**src/rtl/fetch_stage.sv**
```systemverilog
// Instruction fetch: issues PC to imem, waits for a variable-latency ack, loads IF/ID.
// Latency: ISSUE->earliest ack 1 cycle, 1 instr per 2 cycles peak. Stall parks data in a hold buffer.
// Optional FETCH_PERF_EN adds FetchCount/WaitCycles counters.
module fetch_stage #(
   parameter int WIDTH       = 32,
   parameter int INSTR_BYTES = 4
) (
   input  logic             Clk,
   input  logic             Reset_n,
   input  logic [WIDTH-1:0] PC,
   output logic [WIDTH-1:0] PCNext,
   output logic             PCWrite,
   output logic             ImemReq,
   output logic [WIDTH-1:0] ImemAddr,
   input  logic             ImemAck,
   input  logic [WIDTH-1:0] ImemData,
   input  logic             Stall,
   input  logic             Flush,
   input  logic [WIDTH-1:0] BranchTarget,
   output logic [WIDTH-1:0] InstrOut,
   output logic [WIDTH-1:0] PCPlus4Out,
`ifdef FETCH_PERF_EN
   output logic [31:0]      FetchCount,
   output logic [31:0]      WaitCycles,
`endif
   output logic             ValidOut
);

   typedef enum logic [1:0] {S_ISSUE, S_WAIT, S_HOLD} state_t;

   state_t           state_q, state_d;
   logic             kill_q, kill_d;
   logic [WIDTH-1:0] redir_q, redir_d;
   logic [WIDTH-1:0] hold_q, hold_d;
   logic [WIDTH-1:0] instr_q, instr_d;
   logic [WIDTH-1:0] pc4_q, pc4_d;
   logic             valid_q, valid_d;

   logic [WIDTH-1:0] pc_plus;
   logic             pc_write;
   logic [WIDTH-1:0] pc_next;
   logic             load_mem;
   logic             load_hold;
   logic             capture;

   assign pc_plus = PC + WIDTH'(INSTR_BYTES);

   always_ff @(posedge Clk or negedge Reset_n) begin
      if (!Reset_n) state_q <= S_ISSUE;
      else          state_q <= state_d;
   end

   always_comb begin
      state_d = state_q;
      case (state_q)
         S_ISSUE: state_d = Flush ? S_ISSUE : S_WAIT;
         S_WAIT: begin
            if (ImemAck) begin
               if (Flush || kill_q) state_d = S_ISSUE;
               else if (Stall)      state_d = S_HOLD;
               else                 state_d = S_ISSUE;
            end
         end
         S_HOLD: if (Flush || !Stall) state_d = S_ISSUE;
         default: state_d = S_ISSUE;
      endcase
   end

   always_comb begin
      pc_write  = 1'b0;
      pc_next   = pc_plus;
      load_mem  = 1'b0;
      load_hold = 1'b0;
      capture   = 1'b0;
      case (state_q)
         S_ISSUE: begin
            if (Flush) begin
               pc_write = 1'b1;
               pc_next  = BranchTarget;
            end
         end
         S_WAIT: begin
            if (ImemAck) begin
               if (Flush) begin
                  pc_write = 1'b1;
                  pc_next  = BranchTarget;
               end else if (kill_q) begin
                  pc_write = 1'b1;
                  pc_next  = redir_q;
               end else if (!Stall) begin
                  pc_write = 1'b1;
                  load_mem = 1'b1;
               end else begin
                  capture = 1'b1;
               end
            end
         end
         S_HOLD: begin
            if (Flush) begin
               pc_write = 1'b1;
               pc_next  = BranchTarget;
            end else if (!Stall) begin
               pc_write  = 1'b1;
               load_hold = 1'b1;
            end
         end
         default: ;
      endcase
   end

   // Gating with Reset_n makes the request and PC enable drop the instant reset asserts.
   assign ImemReq  = Reset_n && (state_q != S_HOLD);
   assign ImemAddr = PC;
   assign PCWrite  = Reset_n && pc_write;
   assign PCNext   = pc_next;

   always_comb begin
      kill_d  = kill_q;
      redir_d = redir_q;
      hold_d  = hold_q;
      instr_d = instr_q;
      pc4_d   = pc4_q;
      valid_d = valid_q;
      if (state_q == S_WAIT) begin
         if (ImemAck)    kill_d = 1'b0;
         else if (Flush) begin
            kill_d  = 1'b1;
            redir_d = BranchTarget;
         end
      end
      if (capture)                        hold_d = ImemData;
      else if (state_q == S_HOLD && Flush) hold_d = '0;
      if (load_mem || load_hold) begin
         instr_d = load_mem ? ImemData : hold_q;
         pc4_d   = pc_plus;
         valid_d = 1'b1;
      end else if (Flush || !Stall) begin
         valid_d = 1'b0;
      end
   end

   always_ff @(posedge Clk or negedge Reset_n) begin
      if (!Reset_n) begin
         kill_q  <= 1'b0;
         redir_q <= '0;
         hold_q  <= '0;
         instr_q <= '0;
         pc4_q   <= '0;
         valid_q <= 1'b0;
      end else begin
         kill_q  <= kill_d;
         redir_q <= redir_d;
         hold_q  <= hold_d;
         instr_q <= instr_d;
         pc4_q   <= pc4_d;
         valid_q <= valid_d;
      end
   end

   assign InstrOut   = instr_q;
   assign PCPlus4Out = pc4_q;
   assign ValidOut   = valid_q;

`ifdef FETCH_PERF_EN
   logic [31:0] fetch_cnt_q, fetch_cnt_d;
   logic [31:0] wait_cnt_q, wait_cnt_d;

   always_comb begin
      fetch_cnt_d = fetch_cnt_q + {31'd0, (load_mem || load_hold)};
      wait_cnt_d  = wait_cnt_q + {31'd0, (state_q == S_WAIT && !ImemAck)};
   end

   always_ff @(posedge Clk or negedge Reset_n) begin
      if (!Reset_n) begin
         fetch_cnt_q <= '0;
         wait_cnt_q  <= '0;
      end else begin
         fetch_cnt_q <= fetch_cnt_d;
         wait_cnt_q  <= wait_cnt_d;
      end
   end

   assign FetchCount = fetch_cnt_q;
   assign WaitCycles = wait_cnt_q;
`endif

endmodule

```
**config.mk**
```make
export PLATFORM = sky130hd
export DESIGN_NAME = fetch_stage
export DESIGN_NICKNAME = d
export VERILOG_FILES = /design/src/rtl/fetch_stage.sv
export SDC_FILE = /design/constraint.sdc
export NUM_CORES = 1
export LEC_CHECK = 0
export ABC_AREA = 0
export CAP_MARGIN = 20
export CORE_ASPECT_RATIO = 1.5
export CORE_MARGIN = 2
export CORE_UTILIZATION = 35
export CTS_BUF_LIST = sky130_fd_sc_hd__clkbuf_16
export CTS_CLUSTER_SIZE = 12
export DETAILED_ROUTE_END_ITERATION = 8
export GPL_TIMING_DRIVEN = 0
export PLACE_DENSITY = 0.67
export RECOVER_POWER = 100
export SKIP_LAST_GASP = 1
export SYNTH_ARGS = -nofsm -noshare
export SYNTH_HDL_FRONTEND = slang
export SYNTH_SLANG_ARGS = --single-unit
export TNS_END_PERCENT = 5
```
**constraint.sdc**
```tcl
create_clock -name Clk -period 6.9 [get_ports Clk]
set_input_delay 1.725 -clock Clk [delete_from_list [all_inputs] [get_ports Clk]]
set_output_delay 1.725 -clock Clk [all_outputs]
set_load 0.05 [all_outputs]
```
Word level (Yosys, flattened, before mapping):

Cells that the tools add are included.

* register bits after elaboration: 132
* bits of input ports: 101
* output and inout port bits: 131
* logic and storage cells: 65

* add/sub/neg operators: 1
* equal/unequal tests: 5
* mux-type cells: 36
* bitwise gates (word level): 1
* reduce and logical (&&, ||, !) cells: 15

Operators by type and width (number)
* $mux 32: 7
* $pmux 32 s2: 1
* $add 32x3->32 const B: 1
* $mux 1: 22
* $mux 2: 4
* $ne 2x2->1 const B: 3
* $pmux 2 s3: 1
* $reduce_bool 2->1: 3
* $reduce_and 2->1: 2
* $logic_and 1x1->1: 3
* $logic_or 1x1->1: 3
* $pmux 1 s3: 1
* $reduce_and 3->1: 1
* $eq 2x1->1 const B: 1
* $eq 2x2->1 const B: 1
* $logic_not 2->1: 1
* $reduce_or 2->1: 1
* $logic_not 1->1: 1
* $not 1->1: 1

Depth between registers and ports, before layout:

Gate-level depths: netlist (run 1).

* word-level depth: 7
* gate-level depth with buffers: 8
* mapped depth without buffers: 6

Worst setup path before layout (run 1):

OpenSTA, ideal clock, no wires.

* path kind: input -> output
* start point: input port PC[2]
* end point: output port PCNext[24]
* arrival time: 3815 ps
* data required time: 5175 ps
* path slack: 1360 ps
* stages on the path: 6
* buffers on the path: 0
* path through: ha_1 > nand3_1 > nor2_1 > nand4_1 > xor2_1 > o21ai_0

* cells in the longest elaborated chain, start to end: 5
* elaborated cells on any way between the ends: 6
* classes of those cells: 1 x add/sub; 5 x mux

RTL lines
* from (decl): line 10 `input logic [WIDTH-1:0] PC,`
* $add 32x3->32 (*): line 46 `assign pc_plus = PC + WIDTH'(INSTR_BYTES);`
* $mux 32: line 87 `end else if (kill_q) begin`
* $mux 32: line 84 `if (Flush) begin`
* $mux 32: line 83 `if (ImemAck) begin`
* $pmux 32 s2 (*): line 75 `case (state_q)`
* to (decl): line 11 `output logic [WIDTH-1:0] PCNext,`

Mark *: on every way between the ends. The rest lies on a longest branch, timed or not.

Final worst setup path (run 1):

* start point: input port Flush
* end point: output port PCNext[25]

* cells in the longest elaborated chain, start to end: 3
* elaborated cells on any way between the ends: 4
* classes of those cells: 4 x mux

RTL lines
* from (decl): line 18 `input logic Flush,`
* $mux 32: line 84
* $mux 32: line 83
* $pmux 32 s2 (*): line 75

Marked as above.

==> results of run 1 <==
[flip-flops by register name (all words and copies together) (netlist names)]
signal and flops:
ValidOut 1, redir_q 32, InstrOut 32, state_q 2, PCPlus4Out 32, kill_q 1, hold_q 32
[worst paths after layout]
path / slack, ns / depth (start not counted) / to
worst max-delay path: 0.18 / 7 / PCNext[25]
worst min-delay path: 0.47 / 2 / InstrOut[22]
worst max register to register: 3.95 / 7 / PCPlus4Out[1]
worst min register to register: 0.47 / 2 / InstrOut[22]
max in group asynchronous: 4.90 / 2 / hold_q[23]
min in group asynchronous: 1.19 / 1 / redir_q[7]
[synthesized netlist by cell type (16+ instances only)]
master | n | share of area, %
a22oi_1 | 20 | 2.2
nor2_1 | 35 | 1.9
buf_4 | 36 | 3.9
buf_2 | 23 | 1.7
a22o_1 | 34 | 4.3
o21ai_0 | 82 | 5.9
dfrtp_1 | 132 | 47
a21oi_1 | 22 | 1.6
o22ai_1 | 47 | 4.2
xor2_1 | 21 | 2.6
clkbuf_1 | 16 | 0.86
nand2_1 | 85 | 4.6
mux2_2 | 39 | 6.3
[power by group through the flow]
stage	sequential, mW	clock (mW)	combinational, mW
finish	1.27	0.925	1.97
global route	1.32	0.973	2.07
CTS	1.28	0.937	2.06
detailed placement	1.29	0	2.06
global placement	1.28	0	2.04
floorplan	1.83	0	0.756
[worst max-delay path, cell delays in order]
cell and delay [ns]:
dlygate4sd3_1 0.67, inv_1 0.16, clkbuf_1 0.53, clkbuf_1 0.53
o22ai_1 0.18, a22oi_1 0.27, dlygate4sd3_1 0.93
[metrics by stage]
step           setup TNS [ns]  total power [mW]  utilization, %  hold slack (ns)
2_1_floorplan               0              2.59               -            0.467
3_3_place_gp          -184.55              3.32            48.9            0.460
3_5_place_dp                0              3.34            49.0            0.469
4_1_cts                     0              4.28            52.0            0.483
5_1_grt                     0              4.36            51.9            0.497
6_report                    0              4.16            51.9            0.471
[kinds of logic after synthesis]
kind of cell	count (synthesis)
buffers and inverters	89
and+or+nand+nor	185
DFF	132
adders and majority gates	1
xor gates and xnor gates	28
AOI/OAI and AO/OA	238
muxes	42
[per-layer routing]
layer,track usage [%],wire length (µm),vias to the layer above
met3,4.12,1140,40
met4,8.88,611,0
met2,41.9,13000,230
li1,-,-,3088
met5,0,0,-
met1,28.3,10000,3183
[final cells by class]
type	count	area, µm²
fill	1801	9440
tap	260	325
multi-input combinational	494	3150
clock inverter	15	171
timing repair buffer	231	2330
buffer	81	453
clock buffer	17	425
inverter	8	30.0
sequential	132	3300
[what timing repair did]
item,4_1_cts,5_1_grt
gates resized for setup,0,1
endpoints found under the setup margin,0,1
setup buffers,0,0
==> flow_summary.ini, run 1 <==
[global_routing]
grt_max_degree = 101
antenna_found_initial = 0
grt_first_pass_wirelength_um = 37900
overflow = 0
grt_pass1_vias = 6661
gr-usage-all-layers_pct = 23.6

[route]
drt-total-wl_um = 24800
dr.pass1.iters = 5
drt_iter0_markers = 364
viasPerCell = 5.28
ant_nets = 0
wl_per_cell_um = 20.0
vias = 6541
drc = 0

[final_layout]
finalNonFillerCells = 1238
final_cell_mix = 132 x dfrtp_1, 131 x dlygate4sd3_1, 98 x clkdlybuf4s50_1
drive_above_1_share_pct = 13.6
stdcell_area_um2 = 10200
diodes = 0
layout.nets = 1067
area_delta_synth_final_pct = 46.3
layout.cells.most_common = dfrtp_1

[logic_synthesis]
yosys.area_share.simple_pct = 13.0
netlist_instances = 715
synth_area_per_cell_um2 = 9.74
synth_mux_area_share_pct = 6.74
synth_adder_area_share_pct = 0.180
yosysSeqAreaShare_pct = 47.4
synth_xor_area_share_pct = 3.52
ys_warn_count = 0
async_flop_share_pct = 100
synth_area_um2 = 6960
synth_enable_flop_cells = 0
ys_ff_latch = 132
ys.flop_type = dfrtp_1
syn_nets = 817
synth_top_family_by_area = compound AO/OA/AOI/OAI gates
synth_compound_area_share_pct = 21.9
synth.distinct_cells = 52

[place]
pre_cts_slack_ns = 0.108
hpwl_um = 19100
placed_area_um2 = 9620
portBuffers = 230
gp_congestion = 0.968
dp.cells = 1206

[sta]
fin_crit_ns = 6.72
max_freq_ghz = 0.149
fin_ws_ns = 0.176
final_hold_viol_count = 0
finalMaxSlewViolations = 0
finalSetupViolCount = 0
slew_headroom_pct = 49.5
skew_ns = 0.0148
rsz0062_at_grt = no
max_slew.worst_pin.slew_ns = 0.750
fin_crit_sh_pct = 97.4

[cts]
cts-buffers-inserted = 17
holdBufCountCts = 0
clock_path_buffers = 2
clkTransAtPathRegs_ns = 0.06
cts_tree = yes
insertion_delay_ns = 0.43
clock_sinks = 132
cts_root_buffer = clkbuf_16
htreeDepth = 4

[setup_path]
crit_type = primary input to output port
start_kind = primary input
critPathLaunch = Flush
path_max_fanout = 10
worstSetupEndpointType = output port
arrival_ns = 5.00
r2r-start = state_q[0]
cp.required_ns = 5.18

[die]
rows = 63
initial_core_util_pct = 35.5
core-area_um2 = 19600
dieHeight_um = 177
die_w_um = 119
ios = 232
dieArea_um2 = 21100

[power]
p_switching_mw = 1.87
p_int_mw = 2.29
p_leak_nw = 4.38
combPwrFrac_pct = 47.3
pwr-share-seq_pct = 30.5
p_sw_share_pct = 45.0
irDropWorstVdd_mv = 0.189
clock_power_share_pct = 22.2
power.density_nw_per_um2 = 409

[run]
cap_violations = 0

[worst_hold_path]
hold_class = flip-flop to flip-flop
hold_start = InstrOut[22]

[run_status]
outcome = completed
No activity file was read; power rests on OpenSTA's default activity.
==> run 2, diff against run 1 <==
- PLACE_DENSITY: 0.67 -> unset
==> run 2 against run 1 <==
Effect of this change: worst hold slack worse by 0.0012 ns; flip-flop and latch count stayed put; clock power is 1% lower; global-route usage is 0.60 points higher; via count is 0.99% higher; maximum frequency hardly changed; sequential power hardly changed; highest routed layer unchanged; sequential share of layout area hardly changed; power is 0.54% lower; count of clock-buffer cells in the layout stayed put; critical path depth is 1 higher.
==> flow_summary.ini, run 2 (same netlist as run 1, synthesis figures left out) <==
[route]
vias = 6606
drc = 0
ant_nets = 0
viasPerCell = 5.34
wl_per_cell_um = 20.2
drt-total-wl_um = 25000
dr.pass1.iters = 5
drt_iter0_markers = 404

[cts]
holdBufCountCts = 0
clkTransAtPathRegs_ns = 0.06
clock_path_buffers = 2
cts_resized = 1
cts_tree = yes
postCtsSetupBuffers = 0
cts-buffers-inserted = 17
clock_sinks = 132
insertion_delay_ns = 0.42
cts_root_buffer = clkbuf_16
htreeDepth = 4

[global_routing]
gr-usage-all-layers_pct = 24.2
antenna_found_initial = 1
overflow = 0
grt_first_pass_wirelength_um = 38800
grt_pass1_vias = 6821
grt_max_degree = 75

[die]
initial_core_util_pct = 35.5
ios = 232
die_w_um = 119
core-area_um2 = 19600
dieArea_um2 = 21100
rows = 63
dieHeight_um = 177

[final_layout]
multiInputGateArea_um2 = 3150
final_cell_mix = 132 x dfrtp_1, 130 x dlygate4sd3_1, 99 x clkdlybuf4s50_1
register_area_um2 = 3300
layout.cells.most_common = dfrtp_1
utilization_pct = 51.9
layout.nets = 1067
drive_above_1_share_pct = 13.3
area_delta_synth_final_pct = 46.2
fillers = 1843

[sta]
skew_ns = 0.00864
final_hold_viol_count = 0
fin_crit_ns = 6.72
finalMaxSlewViolations = 0
finalSetupViolCount = 0
holdWs_ns = 0.470
fin_crit_sh_pct = 97.4
max_freq_ghz = 0.149
max_slew.worst_pin.slew_ns = 0.800
slew_headroom_pct = 46.7
rsz0062_at_grt = no

[place]
hpwl_um = 18800
gp_congestion = 0.875
portBuffers = 230

[worst_hold_path]
hold_class = flip-flop to flip-flop

[power]
p_leak_nw = 4.38
p_int_mw = 2.31
p_sw_share_pct = 44.1
power.density_nw_per_um2 = 407
combPwrFrac_pct = 47.2
clock_power_share_pct = 22.1
pwr-share-seq_pct = 30.7
power_mw = 4.14
p_switching_mw = 1.83
irDropWorstVdd_mv = 0.193

[setup_path]
worstSetupEndpointType = output port
arrival_ns = 4.99
start_kind = primary input
cp.required_ns = 5.18
crit_type = primary input to output port
path_max_fanout = 9

[run_status]
outcome = completed

[run]
cap_violations = 0
[run 2: final timing paths]
path	startpoint	to	slack [ns]	cells after the start
worst max-delay path	PC[2]	PCNext[16]	0.18	8
worst min-delay path	InstrOut[17]	InstrOut[17]	0.47	2
worst max register to register	state_q[0]	PCPlus4Out[3]	3.73	7
worst min register to register	InstrOut[17]	InstrOut[17]	0.47	2
max in group asynchronous	Reset_n	InstrOut[0]	4.82	2
min in group asynchronous	Reset_n	PCPlus4Out[23]	1.27	1
[run 2: through the flow]
stage	TNS (ns)	instance area, µm²	std cells	setup WS, ns
final	0	10200	1238	0.182
after global routing	0	10200	1238	0.0315
after CTS	0	10200	1237	0.161
after detailed placement	-0.0756	9620	1206	-0.0439
after global placement	-219.88	9590	1205	-3.05
after floorplan	0	6960	715	1.36
[run 2: final cells by class]
type,count,area share (%)
Antenna cell,1,0.0246
Buffer,81,4.45
Clock buffer,17,4.18
Clock inverter,14,1.60
Inverter,8,0.295
Multi-Input combinational cell,494,30.9
Sequential cell,132,32.5
Tap cell,260,3.20
Timing Repair Buffer,231,22.9
[run 2: worst max-delay path: stages]
cell,delay (ns)
clkdlybuf4s50_1,0.65
ha_1,0.25
nand3_1,0.25
nor2_2,0.48
nand2_1,0.13
xnor2_1,0.47
a221o_1,0.24
clkdlybuf4s50_1,0.80
[run 2: routing by layer]
metal	vias up	share of wire, %	track usage (%)
li1	3095	-	-
met3	46	6.6	5.86
met1	3190	39	27.8
met5	-	0	0
met4	0	3.4	10.8
met2	275	51	42.4
[run 2: power by group through the flow]
stage | sequential (mW) | combinational [mW] | clock (mW)
2_1_floorplan | 1.83 | 0.756 | 0
4_1_cts | 1.28 | 2.06 | 0.931
3_3_place_gp | 1.28 | 2.04 | 0
5_1_grt | 1.32 | 2.08 | 0.966
3_5_place_dp | 1.29 | 2.05 | 0
6_report | 1.27 | 1.95 | 0.916
==> run 3, diff against run 2 <==
- CTS_CLUSTER_SIZE: 12 -> unset
==> results of run 3 <==
The final DEF is identical to that of run 2; final timing and power are the same.
